## src/rtl/input_conditioner.sv

```systemverilog
// ---------------------------------------------------------------------------
// input_conditioner
//
// Purpose:
//   Brings CHANNELS asynchronous raw inputs into the ap_clk domain. Each
//   input passes through a synchronizer chain and then a debounce counter.
//   Accepted level changes produce one-cycle rise/fall pulses. They are also
//   collected into a pending mask that a consumer drains through a
//   valid/ready handshake. If a channel changes again before its earlier
//   change has been consumed, a sticky overflow flag is set.
//
// Parameters:
//   CHANNELS        number of independent input channels (1..32)
//   SYNC_STAGES     flip-flop depth of each synchronizer chain (2..4)
//   DEBOUNCE_CYCLES cycles a synchronized value must persist (1..65535)
//
// Ports:
//   ap_clk        in   sole clock
//   ap_rst_n      in   asynchronous active-low reset
//   din           in   [CHANNELS] raw asynchronous inputs
//   stable        out  [CHANNELS] debounced, synchronized level
//   rise          out  [CHANNELS] one-cycle pulse on stable 0->1
//   fall          out  [CHANNELS] one-cycle pulse on stable 1->0
//   event_valid   out  at least one channel has an unconsumed edge
//   event_ready   in   consumer accepts the pending event
//   event_mask    out  [CHANNELS] channels with unconsumed edges
//   event_state   out  [CHANNELS] copy of stable, aligned with event_mask
//   overflow      out  sticky: an edge hit an already-pending channel
//   clr_overflow  in   synchronous clear of overflow
// ---------------------------------------------------------------------------
module input_conditioner #(
    parameter int CHANNELS        = 4,
    parameter int SYNC_STAGES     = 3,
    parameter int DEBOUNCE_CYCLES = 16
) (
    input  logic                ap_clk,
    input  logic                ap_rst_n,
    input  logic [CHANNELS-1:0] din,
    output logic [CHANNELS-1:0] stable,
    output logic [CHANNELS-1:0] rise,
    output logic [CHANNELS-1:0] fall,
    output logic                event_valid,
    input  logic                event_ready,
    output logic [CHANNELS-1:0] event_mask,
    output logic [CHANNELS-1:0] event_state,
    output logic                overflow,
    input  logic                clr_overflow
);

    // A single-cycle debounce still needs a 1-bit counter to stay legal.
    localparam int CNT_W = (DEBOUNCE_CYCLES > 1) ? $clog2(DEBOUNCE_CYCLES) : 1;
    localparam logic [CNT_W-1:0] CNT_MAX = CNT_W'(DEBOUNCE_CYCLES - 1);

    logic [CHANNELS-1:0] sync_q [SYNC_STAGES];
    logic [CHANNELS-1:0] sync_out;

    logic [CNT_W-1:0]    cnt_q [CHANNELS];
    logic [CNT_W-1:0]    cnt_d [CHANNELS];

    logic [CHANNELS-1:0] stable_q;
    logic [CHANNELS-1:0] stable_d;
    logic [CHANNELS-1:0] rise_q;
    logic [CHANNELS-1:0] fall_q;
    logic [CHANNELS-1:0] rise_d;
    logic [CHANNELS-1:0] fall_d;
    logic [CHANNELS-1:0] edge_d;
    logic [CHANNELS-1:0] pend_q;
    logic [CHANNELS-1:0] pend_d;

    logic                valid_q;
    logic                consume;
    logic                ovf_q;
    logic                ovf_set;
    logic                ovf_d;

    // Plain flip-flop chain per bit; nothing may sit between the stages or
    // the metastability settling time is eaten by logic delay.
    always_ff @(posedge ap_clk or negedge ap_rst_n) begin
        if (!ap_rst_n) begin
            for (int s = 0; s < SYNC_STAGES; s++) begin
                sync_q[s] <= '0;
            end
        end else begin
            sync_q[0] <= din;
            for (int s = 1; s < SYNC_STAGES; s++) begin
                sync_q[s] <= sync_q[s-1];
            end
        end
    end

    assign sync_out = sync_q[SYNC_STAGES-1];

    // Debounce: the counter tracks how long the synchronized value has
    // disagreed with the accepted level. It is accepted on the cycle the
    // counter has already reached its maximum, so the counter never wraps.
    always_comb begin
        stable_d = stable_q;
        for (int c = 0; c < CHANNELS; c++) begin
            cnt_d[c] = '0;
            if (sync_out[c] != stable_q[c]) begin
                if (cnt_q[c] == CNT_MAX) begin
                    stable_d[c] = sync_out[c];
                end else begin
                    cnt_d[c] = cnt_q[c] + CNT_W'(1);
                end
            end
        end
    end

    // Edges, pending mask and overflow are all derived from this cycle's
    // update. That lets rise/fall, stable and the event interface move on
    // the same clock edge.
    always_comb begin
        rise_d  = stable_d & ~stable_q;
        fall_d  = ~stable_d & stable_q;
        edge_d  = rise_d | fall_d;
        consume = valid_q & event_ready;
        pend_d  = (pend_q & ~{CHANNELS{consume}}) | edge_d;
        ovf_set = (|(edge_d & pend_q)) & ~consume;
        ovf_d   = ovf_q;
        if (ovf_set) begin
            ovf_d = 1'b1;
        end else if (clr_overflow) begin
            ovf_d = 1'b0;
        end
    end

    // Per-channel debounce state and registered edge pulses.
    always_ff @(posedge ap_clk or negedge ap_rst_n) begin
        if (!ap_rst_n) begin
            for (int c = 0; c < CHANNELS; c++) begin
                cnt_q[c] <= '0;
            end
            stable_q <= '0;
            rise_q   <= '0;
            fall_q   <= '0;
        end else begin
            for (int c = 0; c < CHANNELS; c++) begin
                cnt_q[c] <= cnt_d[c];
            end
            stable_q <= stable_d;
            rise_q   <= rise_d;
            fall_q   <= fall_d;
        end
    end

    // Event handshake state. event_valid is registered from the next pend
    // value so it always agrees with event_mask.
    always_ff @(posedge ap_clk or negedge ap_rst_n) begin
        if (!ap_rst_n) begin
            pend_q  <= '0;
            valid_q <= 1'b0;
            ovf_q   <= 1'b0;
        end else begin
            pend_q  <= pend_d;
            valid_q <= |pend_d;
            ovf_q   <= ovf_d;
        end
    end

    assign stable      = stable_q;
    assign rise        = rise_q;
    assign fall        = fall_q;
    assign event_valid = valid_q;
    assign event_mask  = pend_q;
    assign event_state = stable_q;
    assign overflow    = ovf_q;

endmodule

```

## config.mk

```make
export PLATFORM = sky130hd
export DESIGN_NAME = input_conditioner
export DESIGN_NICKNAME = d
export VERILOG_FILES = /design/src/rtl/input_conditioner.sv
export SDC_FILE = /design/constraint.sdc
export NUM_CORES = 1
export LEC_CHECK = 0
export CAP_MARGIN = 20
export CORE_ASPECT_RATIO = 0.75
export CORE_UTILIZATION = 40
export DETAILED_ROUTE_END_ITERATION = 10
export PLACE_DENSITY_LB_ADDON = 0.08
export SLEW_MARGIN = 20
export SYNTH_ARGS = -nofsm -noshare
export SYNTH_HDL_FRONTEND = slang
export SYNTH_SLANG_ARGS = --single-unit
```

## constraint.sdc

```tcl
create_clock -name ap_clk -period 2.6 [get_ports ap_clk]
set_clock_uncertainty 0.05 [all_clocks]
set_input_delay 0.39 -clock ap_clk [delete_from_list [all_inputs] [get_ports ap_clk]]
set_output_delay 0.39 -clock ap_clk [all_outputs]
set_load 0.05 [all_outputs]
```

======== After elaboration in Yosys (flattened, before gate mapping) ========
Index checks and enable logic that the tools add are counted.
storage, ports and cells
  word-level logic and storage cells ...... 58
  bits of input ports ..................... 8
  output and inout bits ................... 22
  flip-flop bits (word level) ............. 46
operators by class
  equality and inequality tests ........... 8
  add/sub/neg operators ................... 4
  bitwise operators ....................... 12
  multiplexer cells ....................... 18
  reductions and logical operators ........ 3
operator list
  cell                 number
  $mux 4               8
  $add 4x1->4 const B  4
  $and 4x4->4          4
  $eq 4x4->1 const B   4
  $not 4->4            3
  $mux 1               10
  $or 4x4->4           2
  $reduce_or 4->1      2
  $ne 1x1->1           4
  $and 1x1->1          2
  $reduce_bool 2->1    1
  $not 1->1            1

======== Logic depth before layout (Yosys ltp) ========
  depth in word-level cells ............... 10
  gate-level depth with buffers ........... 7
  depth with buffers taken out ............ 7

======== Least setup slack after synthesis ========
Ideal clock, no wire load.
  kind .................................... flip-flop to flip-flop
  start ................................... reg cnt_q[0] (netlist bit)
  end ..................................... reg ovf_q, in the netlist overflow
  path slack .............................. 0.680 ns
  period minus slack after synthesis ...... 1.920 ns
  cell stages (with the launch flop) ...... 8
  arrival time ............................ 1.738 ns
  data required time ...................... 2.418 ns
  cell sequence ........................... dfrtp_1 ha_1 nand3_2 mux2_4 ha_1 nor2b_1 o41ai_2 o21ai_1
between the ends
  cells in the longest elaborated chain, start to end .. 10
ends and longest elaborated chain
  what                                                line  source
  start: declaration                                  57    logic [CNT_W-1:0] cnt_q [CHANNELS];
  start signal: indexed assignment                    139   cnt_q[c] <= cnt_d[c];
  $eq 4x4->1 (*)                                      101   if (cnt_q[c] == CNT_MAX) begin
  $mux 1 (*)                                          101
  $mux 1 (*)                                          100   if (sync_out[c] != stable_q[c]) begin
  via stable_d[3]                                     61    logic [CHANNELS-1:0] stable_d;
  $not 4->4                                           115   fall_d = ~stable_d & stable_q;
  $and 4x4->4                                         115
  $or 4x4->4 (*)                                      116   edge_d = rise_d | fall_d;
  $and 4x4->4 (*)                                     119   ovf_set = (|(edge_d & pend_q)) & ~consume;
  $reduce_or 4->1 (*)                                 119
  $and 1x1->1 (*)                                     119
  $mux 1 / $reduce_bool 2->1 (equally long branches)  --
  end signal: assignment                              157   ovf_q <= ovf_d;
  end: declaration                                    72    logic ovf_q;
The timed path passes the listed nets; every way through them passes the cells marked *.
A chain may end at the register's enable or synchronous reset.

======== Final worst setup path ========
  start ................................... reg cnt_q[8] (netlist bit)
  end ..................................... reg ovf_q, in the netlist overflow
Same word-level chain as after synthesis.

==> impl_metrics.tcl <==
set metrics [dict create \
    rr_worst_depth 7 \
    p_leak_nw 1.01 \
    worst_slew_pin_slew_ps 501 \
    die_h_um 60.4 \
    synth_top_flop_cell "dfrtp_1" \
    path_max_fanout 4 \
    fin_nets 191 \
    cts_tree "built" \
    gp_congestion 0.752 \
    mappedNetlistNets 157 \
    cp_slowest_cell "dfrtp_1" \
    peakVddDrop_uv 294 \
    num_vias 1102 \
    slowest_delay_ps 430 \
    start_util_pct 43.3 \
    criticalPathCategory "reg -> reg" \
    ios 30 \
    grt_overflow_total 0 \
    worstHoldEndpoint "sync_out[1]" \
    cts_buffer_depth 2 \
    drive_gt1_share_pct 12.2 \
    drt-total-wl_mm 2.98 \
    post-route-drc-count 0 \
    post-cts-setup-buffers 0 \
    min_period_ps 2070 \
    status "finished, final reports clean" \
    p_per_area_mw_per_mm2 620 \
    fin_area_mm2 0.00228 \
    n_antenna_cell 0 \
    grt.busiest_layer "met2" \
    synth_area_mm2 0.00182 \
    clock_latency_ps 290 \
    setup_tns_ps 0 \
    setup_viol 0 \
    async_flop_share_pct 100 \
    drt_iter0_markers 72 \
    yosysWarnings 0 \
    grt_setup_unrepaired "no" \
    slew_headroom_pct 66.5 \
    port_buffers 29 \
    synth_edf_count 0 \
    firstDrtPassIters 4 \
    core_area_mm2 0.00420 \
    wl_per_cell_um 13.1 \
    cts.clk_slew.worst_paths_ps 80 \
    path_common_cell "ha_1" \
    dieWidth_um 79.9 \
    numCtsBuffers 5 \
    grt_pass1_wl_mm 5.13 \
    use_met1_pct 19.8 \
    grt_usage_pct 14.6 \
    dpl.hpwl_mm 2.12 \
    placed_cell_area_mm2 0.00214 \
    fin_crit_sh_pct 79.6 \
    syn2layout_area_growth_pct 25.4 \
    hp-start "sync_q[5]" \
    fmax_mhz 483 \
    hold_viol_final 0 \
    clock_sinks 46 \
    r2r_end "overflow" \
    path_cells "ha_1 -> nand3_2 -> mux2_4 -> ha_1 -> nor2b_1 -> o41ai_2 -> o21ai_1" \
    fp-row-count 20 \
    synth_top_area_share_pct 63.3 \
    syn_area_per_cell_um2 13.3 \
    rr_startpoint "cnt_q[8]" \
    critPathLaunchType "flip-flop" \
    critPathBufInv 0 \
    synth_cell_types 20 \
    min_path_type "reg -> reg" \
    htreeDepth 2 \
    postRouteAntennaNets 0 \
    synth-seq-area-share_pct 63.3 \
    grt_pass1_vias 1112 \
    vias_per_cell 4.85 \
    maxSlewViolCount 0 \
    path_delay_family "adder cells" \
    worstHoldPathCells 0 \
    synthesis.instances 137 \
    grt_max_degree 47 \
    ys_ff_latch 46 \
    yosys.area.top_type "dfrtp_1" \
    cp.required_ps 2720 \
    crit_arrival_ps 2190 \
    dieArea_mm2 0.00482 \
    rrSetupSlack_ps 530 \
    max_cap_viol_count 0 \
    cts_resized 0 \
    root_buffer "clkbuf_8" \
    n_fill_cell 356 \
    end_kind "flip-flop" \
    yosys-top-cells-area "dfrtp_1, ha_1, xnor2_1" \
    antenna_found_initial 0 \
    cts_hold_buf 0 \
    gr-usage-met3_pct 4.81 \
    met2_usage_pct 22.1 \
]
-- layer usage --
metal  part of all wire (%)  routed length, um  vias up
li1                       -                  -      522
met1                     49               1470      548
met2                     45               1350       28
met3                    4.2                124        4
met4                    1.2                 36        0
met5                      0                  0        -
-- through the flow --
stage                     std cells  total power [mW]  hold WS, ps  setup WS [ps]  utilization, %
final                           227              1.42          298            531            54.3
after global routing            227              1.48          320            408            54.3
after CTS                       225              1.43          234            513            53.6
after detailed placement        217             0.914          285            542            51.0
after global placement          217             0.908          282            600            51.0
after floorplan                 137             0.856         44.4            680               -
-- cell type report --
cell class | count | area, um2 | area share [%]
clock inverters | 3 | 40.0 | 1.75
clock buffers | 5 | 68.8 | 3.02
well taps | 55 | 68.8 | 3.02
multi-input cells | 74 | 589 | 25.8
repair buffers | 31 | 315 | 13.8
inverters | 13 | 48.8 | 2.14
flip-flops and latches | 46 | 1150 | 50.4
-- state kept, by name, indices dropped and copies added (netlist names) --
| signal | cells |
|---|---|
| event_state | 4 |
| fall | 4 |
| sync_q | 8 |
| overflow | 1 |
| event_mask | 4 |
| event_valid | 1 |
| sync_out | 4 |
| rise | 4 |
| cnt_q | 16 |
-- where the power goes --
group	internal [mW]	total (mW)	switching [mW]
logic	0.0525	0.128	0.0757
registers	0.747	0.775	0.0274
clock network	0.283	0.512	0.229
total	1.08	1.42	0.332
-- worst register-to-register path: cells and delay by family (launching register included) --
kind	cells	cell delay (ps)
simple gates	2	160
fa+ha+maj	2	600
compound gates	2	390
mux	1	320
flops	1	430
-- synth_stat cells, types with 2 or more instances --
cell / count
dfrtp_1: 46
nand4b_1: 4
buf_4: 4
nand3_2: 4
inv_2: 2
nand2_1: 10
mux2_4: 4
a21oi_1: 8
xnor2_1: 8
inv_1: 11
o21ai_0: 4
nor3b_1: 2
nor2b_1: 8
a311oi_1: 2
nor2_1: 4
ha_1: 12
-- worst max path at each step --
stage / start / endpoint / cells after the start
final: cnt_q[8] / overflow / 7
after global routing: cnt_q[4] / overflow / 7
after CTS: cnt_q[4] / overflow / 7
after detailed placement: cnt_q[8] / overflow / 7
after global placement: cnt_q[4] / overflow / 7
after floorplan: cnt_q[0] / overflow / 7
-- logic make-up (layout without fill, tap and decap cells) --
kind of cell / count (synthesis) / after routing / share of synthesized area, %
flops: 46 / 46 / 63.3
simple gates: 33 / 33 / 11.1
compound gates: 17 / 17 / 5.92
buf+inv: 17 / 52 / 4.33
fa+ha+maj: 12 / 12 / 8.25
xor+xnor: 8 / 8 / 3.85
mux: 4 / 4 / 3.30
-- cell usage in the layout, fill, tap and decap left out, drive strengths merged --
| cell | instances |
|---|---|
| nor2b | 8 |
| ha | 12 |
| a311oi | 2 |
| dlygate4sd3 | 1 |
| o41ai | 2 |
| and4 | 1 |
| clkdlybuf4s50 | 28 |
| nor3b | 2 |
| nand3 | 4 |
| dfrtp | 46 |
| xnor2 | 8 |
| nand2 | 10 |
| nor2 | 4 |
| bufinv | 1 |
| clkinv | 2 |
| mux2 | 4 |
| inv | 13 |
| nand4b | 4 |
| clkbuf | 5 |
| o21ai | 5 |
| buf | 2 |
| a21oi | 8 |
(Power assumes the default switching activity.)
